<file path="config.mk">
export PLATFORM = sky130hd
export DESIGN_NAME = clint_timer
export DESIGN_NICKNAME = d
export VERILOG_FILES = /design/src/rtl/clint_pkg.sv /design/src/rtl/clint_prescaler.sv /design/src/rtl/clint_timer.sv
export SDC_FILE = /design/constraint.sdc
export NUM_CORES = 1
export LEC_CHECK = 0
export CAP_MARGIN = 20
export CORE_UTILIZATION = 63
export CTS_CLUSTER_SIZE = 14
export DETAILED_ROUTE_END_ITERATION = 8
export GPL_TIMING_DRIVEN = 0
export PLACE_DENSITY = 0.87
export SYNTH_ARGS = -nofsm -noshare
export SYNTH_HDL_FRONTEND = slang
export SYNTH_SLANG_ARGS = --single-unit
</file>
<file path="constraint.sdc">
create_clock -name clk_i -period 4 [get_ports clk_i]
set_clock_uncertainty 0.2 [all_clocks]
set_input_delay 0.8 -clock clk_i [delete_from_list [all_inputs] [get_ports clk_i]]
set_output_delay 0.8 -clock clk_i [all_outputs]
set_load 0.02 [all_outputs]
</file>
<file path="src/rtl/clint_pkg.sv">
// Shared definitions for the core-local interruptor: register offsets,
// register-select decode and the byte-enable merge helper.
package clint_pkg;

    // Byte offsets within the 64 KiB CLINT window
    localparam logic [15:0] MSIP_OFS        = 16'h0000;
    localparam logic [15:0] MTIMECMP_LO_OFS = 16'h4000;
    localparam logic [15:0] MTIMECMP_HI_OFS = 16'h4004;
    localparam logic [15:0] MTIME_LO_OFS    = 16'hBFF8;
    localparam logic [15:0] MTIME_HI_OFS    = 16'hBFFC;

    // Which architectural register a bus access targets
    typedef enum logic [2:0] {
        REG_NONE,
        REG_MSIP,
        REG_CMP_LO,
        REG_CMP_HI,
        REG_TIME_LO,
        REG_TIME_HI
    } reg_sel_e;

    // Map a word-aligned offset to its register; unmapped offsets give REG_NONE
    function automatic reg_sel_e decode_reg(input logic [15:0] ofs);
        reg_sel_e sel;
        case (ofs)
            MSIP_OFS:        sel = REG_MSIP;
            MTIMECMP_LO_OFS: sel = REG_CMP_LO;
            MTIMECMP_HI_OFS: sel = REG_CMP_HI;
            MTIME_LO_OFS:    sel = REG_TIME_LO;
            MTIME_HI_OFS:    sel = REG_TIME_HI;
            default:         sel = REG_NONE;
        endcase
        return sel;
    endfunction

    // Replace only the bytes enabled in sel; sel[n] covers bits [8n+7:8n]
    function automatic logic [31:0] byte_merge(
        input logic [31:0] old,
        input logic [31:0] data,
        input logic [3:0]  sel
    );
        logic [31:0] mask;
        for (int n = 0; n < 4; n++) begin
            mask[8*n +: 8] = {8{sel[n]}};
        end
        return (old & ~mask) | (data & mask);
    endfunction

endpackage

</file>
<file path="src/rtl/clint_prescaler.sv">
// Divides the core clock down to the mtime tick rate. tick_o is high for
// one cycle out of every TICK_DIV; with TICK_DIV = 1 it is always high.
module clint_prescaler #(
    parameter int unsigned TICK_DIV = 1
) (
    input  logic clk_i,
    input  logic reset_n_i,
    output logic tick_o
);

    localparam logic [15:0] LAST_CNT = 16'(TICK_DIV - 1);

    logic [15:0] r_div_cnt;

    // The tick is decoded combinationally so mtime advances on the same edge
    // on which the counter wraps.
    assign tick_o = (r_div_cnt == LAST_CNT);

    // Count 0..TICK_DIV-1 and wrap on the tick
    always_ff @(posedge clk_i or negedge reset_n_i) begin
        if (!reset_n_i) begin
            r_div_cnt <= 16'd0;
        end else if (tick_o) begin
            r_div_cnt <= 16'd0;
        end else begin
            r_div_cnt <= r_div_cnt + 16'd1;
        end
    end

endmodule

</file>
<file path="src/rtl/clint_timer.sv">
// RISC-V core-local interruptor: msip, 64-bit mtime and mtimecmp on a
// single-cycle-ack Wishbone-style slave port. The address decoder outside
// this block qualifies stb_i; only adr_i[15:2] is looked at here.
module clint_timer
    import clint_pkg::*;
#(
    parameter int unsigned TICK_DIV = 1
) (
    input  logic        clk_i,
    input  logic        reset_n_i,
    input  logic        stb_i,
    input  logic        we_i,
    input  logic [31:0] adr_i,
    input  logic [3:0]  sel_i,
    input  logic [31:0] data_i,
    output logic [31:0] data_o,
    output logic        ack_o,
    output logic        timer_interrupt_o,
    output logic        software_interrupt_o
);

    // ------------------------------------------------------------------
    // Prescaler
    // ------------------------------------------------------------------
    logic w_tick;

    clint_prescaler #(
        .TICK_DIV (TICK_DIV)
    ) u_prescaler (
        .clk_i     (clk_i),
        .reset_n_i (reset_n_i),
        .tick_o    (w_tick)
    );

    // ------------------------------------------------------------------
    // Address decode
    // ------------------------------------------------------------------
    logic [15:0] w_ofs;
    reg_sel_e    w_reg;
    logic        w_wr;
    logic        w_wr_msip;
    logic        w_wr_cmp_lo;
    logic        w_wr_cmp_hi;
    logic        w_wr_time_lo;
    logic        w_wr_time_hi;
    logic        w_wr_time;
    logic        w_unused;

    // Byte-lane bits and everything above the 64 KiB window are not decoded
    assign w_unused     = ^{adr_i[31:16], adr_i[1:0]};

    assign w_ofs        = {adr_i[15:2], 2'b00};
    assign w_reg        = decode_reg(w_ofs);
    assign w_wr         = stb_i & we_i;
    assign w_wr_msip    = w_wr && (w_reg == REG_MSIP);
    assign w_wr_cmp_lo  = w_wr && (w_reg == REG_CMP_LO);
    assign w_wr_cmp_hi  = w_wr && (w_reg == REG_CMP_HI);
    assign w_wr_time_lo = w_wr && (w_reg == REG_TIME_LO);
    assign w_wr_time_hi = w_wr && (w_reg == REG_TIME_HI);
    // A write to either mtime word suppresses the tick for the whole 64 bits
    assign w_wr_time    = w_wr_time_lo | w_wr_time_hi;

    // ------------------------------------------------------------------
    // Register file
    // ------------------------------------------------------------------
    logic        r_msip;
    logic [63:0] r_mtime;
    logic [63:0] r_mtimecmp;
    logic        r_ack;
    logic [31:0] r_data;
    logic        r_tint;
    logic [31:0] w_rd_data;

    // msip: only bit 0 exists, enabled by the lowest byte lane
    always_ff @(posedge clk_i or negedge reset_n_i) begin
        if (!reset_n_i) begin
            r_msip <= 1'b0;
        end else if (w_wr_msip && sel_i[0]) begin
            r_msip <= data_i[0];
        end
    end

    // mtimecmp: independent byte-masked updates of each 32-bit half
    always_ff @(posedge clk_i or negedge reset_n_i) begin
        if (!reset_n_i) begin
            r_mtimecmp <= 64'hFFFF_FFFF_FFFF_FFFF;
        end else begin
            if (w_wr_cmp_lo) begin
                r_mtimecmp[31:0] <= byte_merge(r_mtimecmp[31:0], data_i, sel_i);
            end
            if (w_wr_cmp_hi) begin
                r_mtimecmp[63:32] <= byte_merge(r_mtimecmp[63:32], data_i, sel_i);
            end
        end
    end

    // mtime: bus writes win over the tick; unselected bytes keep their old
    // value rather than the incremented one, so the written word is exact.
    always_ff @(posedge clk_i or negedge reset_n_i) begin
        if (!reset_n_i) begin
            r_mtime <= 64'd0;
        end else if (w_wr_time) begin
            if (w_wr_time_lo) begin
                r_mtime[31:0] <= byte_merge(r_mtime[31:0], data_i, sel_i);
            end
            if (w_wr_time_hi) begin
                r_mtime[63:32] <= byte_merge(r_mtime[63:32], data_i, sel_i);
            end
        end else if (w_tick) begin
            r_mtime <= r_mtime + 64'd1;
        end
    end

    // ------------------------------------------------------------------
    // Read path and handshake
    // ------------------------------------------------------------------

    // Read mux over pre-update register values
    always_comb begin
        w_rd_data = 32'd0;
        case (w_reg)
            REG_MSIP:    w_rd_data = {31'd0, r_msip};
            REG_CMP_LO:  w_rd_data = r_mtimecmp[31:0];
            REG_CMP_HI:  w_rd_data = r_mtimecmp[63:32];
            REG_TIME_LO: w_rd_data = r_mtime[31:0];
            REG_TIME_HI: w_rd_data = r_mtime[63:32];
            default:     w_rd_data = 32'd0;
        endcase
    end

    // One ack per sampled strobe cycle; read data is captured only on strobe
    // so it stays stable while the bus is idle.
    always_ff @(posedge clk_i or negedge reset_n_i) begin
        if (!reset_n_i) begin
            r_ack  <= 1'b0;
            r_data <= 32'd0;
        end else begin
            r_ack <= stb_i;
            if (stb_i) begin
                r_data <= w_rd_data;
            end
        end
    end

    // ------------------------------------------------------------------
    // Interrupts
    // ------------------------------------------------------------------

    // Registered unsigned compare of the current register contents; this adds
    // exactly one cycle between the state change and the interrupt edge.
    always_ff @(posedge clk_i or negedge reset_n_i) begin
        if (!reset_n_i) begin
            r_tint <= 1'b0;
        end else begin
            r_tint <= (r_mtime >= r_mtimecmp);
        end
    end

    assign data_o               = r_data;
    assign ack_o                = r_ack;
    assign timer_interrupt_o    = r_tint;
    assign software_interrupt_o = r_msip;

endmodule
</file>
==> reports/qor.txt <==
Cell Rows -> 48
Post-synth EDFFs -> 0
Core Util, Final -> 75.6%
Post-route minimum period -> 4.03 ns
Post-synth top area cell -> dfrtp_1
Die Y -> 136 µm
Yosys reg bits -> 179
Post-DRT Antenna Nets -> 0
Area growth syn-to-layout -> 16.1%
Fmax -> 248 MHz
Worst endpoint required time -> 4.18 ns
Setup-violating endpoint count in the final report -> 4
Worst-Margin Slew -> 1.02 ns
Sequential area share after synthesis -> 40.1%
Nets -> 1,478
Share of post-route cells with drive strength above 1 -> 12.5%
Hold WS -> 0.118 ns
Pint -> 0.00315 W
Power density over the cells -> 324 mW/mm²
Post-synth ARST share -> 100%
Yosys warnings -> 0
Synthesized area per cell -> 9.21 µm²
Most frequent cells in the layout -> 121 x inv_1, 115 x dfrtp_1, 95 x nand2_1
RSZ-0062 raised after global routing -> no
DP HPWL -> 27.3 mm
Primary FF master, synth -> dfrtp_1
Num CTS Buffers -> 17
Pre-Repair DR Iteration Count -> 8
Synth top area share -> 25.3%
Synth top area cells -> dfrtp_1 25%, dfstp_2 15%, ha_1 7.4%
Clock power share -> 45.4%
Die ar. -> 0.0186 mm²
Port Buffer Count -> 85
Tot GR Track Use -> 42.7%
Reg area -> 0.00456 mm²
Final Hold Viols -> 0
Switching portion of total power -> 26.2%
HP Class -> in -> async
Synth Area in Simple Gates -> 19.3%
Worst Path Arrival -> 4.20 ns
CTS Hold Buffers Added -> 0
Mux contribution to synthesized area -> 3.44%
Max Cap Viol -> 0
Via/cell ratio -> 7.21
Commonest non-fill, non-tap cell in the layout -> inv_1
Crit start category -> input port
Crit end category -> register
Worst Path Max Fanout -> 10
Worst skew pair latency -> 0.46 ns
Fillers -> 1,250
XOR/XNOR share of the synthesized area -> 1.23%
First-pass GRT wire length -> 59.3 mm
Die Wd -> 136 µm
Final Max Tran Viols -> 0
Residual DRC -> 0
Worst-path clk slew -> 0.07 ns
Largest family of logic cells by synthesized area -> compound AO/OA/AOI/OAI gates
Routed len/inst -> 24.4 µm
Core ar. -> 0.0175 mm²
Synth Area in Adders -> 7.37%
CTS max path bufs -> 2
Number of global-route vias before repair -> 10.9k
Switching power total -> 0.00112 W
Iter 0 DRT Violations -> 2,050
Post-Syn Area -> 0.0114 mm²
Gate Count Post-Synth -> 1,235
Starting density of the core -> 65.1%
GPL Wtd Cong -> 1.05
Count of cell types in the netlist -> 83
Initial antenna violation count -> 0
Final WL -> 38.5 mm
Slew HR -> 31.5%
CTS H-Tree Depth -> 4
IO Count -> 107
Largest net degree at the start of global routing -> 99
Gate power share -> 9.1%
Status -> complete, but fails checks
Post-synthesis compound-gate area fraction -> 22.2%
CTS tree -> done
Root Buffer Master -> clkbuf_16
Sinks on Clock Net -> 179
Final worst slack -> -0.0270 ns
Syn_nets -> 1,374
Sequential share of power -> 45.5%
Fin crit share -> 101%
Gr ovfl total -> 0
Multi-input logic area -> 0.00610 mm²
Crit path kind -> in -> reg
Leak pwr -> 5.63 nW
Failing checks -> negative setup slack
Vias post-DR -> 11.4k
Peak supply drop -> 0.377 mV
==> logic make-up after synthesis <==
| group | count (synthesis) |
|---|---|
| mux | 35 |
| fa+ha+maj | 67 |
| xor+xnor | 16 |
| buf+inv | 183 |
| compound gates | 362 |
| simple gates | 393 |
| flops | 179 |
==> path summary, 6_finish.rpt <==
path / startpoint / to / slack [ns] / cells past startpoint
max: stb_i / register / -0.03 / 8
min: reset_n_i / data_o[5] / 0.12 / 1
max reg2reg: register / timer_interrupt_o / 0.64 / 8
min reg2reg: u_prescaler.r_div_cnt[15] / u_prescaler.r_div_cnt[15] / 0.29 / 1
max in group asynchronous: reset_n_i / asynchronous set/reset pin / 2.55 / 2
min in group clk_i: u_prescaler.r_div_cnt[15] / u_prescaler.r_div_cnt[15] / 0.29 / 1
==> layer usage <==
metal  share of wire (%)  global-route usage, %
met1                  37                   55.1
met5                   0                      0
met4                 5.8                   22.4
met2                  44                   65.1
met3                  14                   11.8
==> final cells by class <==
type | instances | area share, %
multi-input combinational | 873 | 46.2
sequential | 179 | 34.5
timing repair buffer | 86 | 6.69
inverter | 121 | 3.44
clock buffer | 18 | 3.33
tap | 225 | 2.13
buffer | 61 | 2.00
clock inverter | 14 | 1.70
antenna | 1 | 0.0189
==> power groups by stage <==
stage,Combinational [W],Clock [W],Sequential [W]
2_1_floorplan,0.000193,0,0.00194
3_3_place_gp,0.000354,0,0.00196
5_1_grt,0.000416,0.00200,0.00195
6_report,0.000389,0.00194,0.00194
4_1_cts,0.000379,0.00192,0.00194
3_5_place_dp,0.000374,0,0.00197
==> timing repair <==
action,4_1_cts,5_1_grt
buffers inserted,0,0
resized for setup,0,1
setup endpoints to repair,0,10
==> Yosys cell counts, types with 12 or more instances <==
cell and instances:
o21ai_1 42, a211oi_1 16, dfstp_2 64, a21oi_1 53
inv_1 121, nand3_1 36, xnor2_1 12, buf_2 19
nor3_1 25, clkbuf_1 40, ha_1 67, a222oi_1 32
nor2_1 74, dfrtp_1 115, nor4_1 16, mux2_1 24
o22ai_1 46, and3_1 25, o21ai_0 34, nand2_1 95
nand4_1 40, a21boi_0 27, a21o_1 13
==> per-stage QoR <==
step	cell area (µm²)	setup WS (ns)	total power (W)	TNS, ns	std cells
after floorplan	11400	1.21	0.00213	0	1235
after CTS	13200	0.203	0.00424	0	1578
after global routing	13200	0.0186	0.00436	0	1577
after global placement	12500	-5.22	0.00232	-793.66	1545
final	13200	-0.0270	0.00427	-0.0578	1578
after detailed placement	12500	-0.227	0.00234	-7.73	1546
==> critical path, cell delays in order <==
cell             delay [ns]
clkdlybuf4s50_1        0.81
and2_1                 0.38
clkbuf_1               0.29
nand2_1                0.27
clkbuf_1               0.50
clkbuf_1               0.71
o21ai_0                0.23
a31oi_1                0.21
No activity file was read; power rests on OpenSTA's default activity.
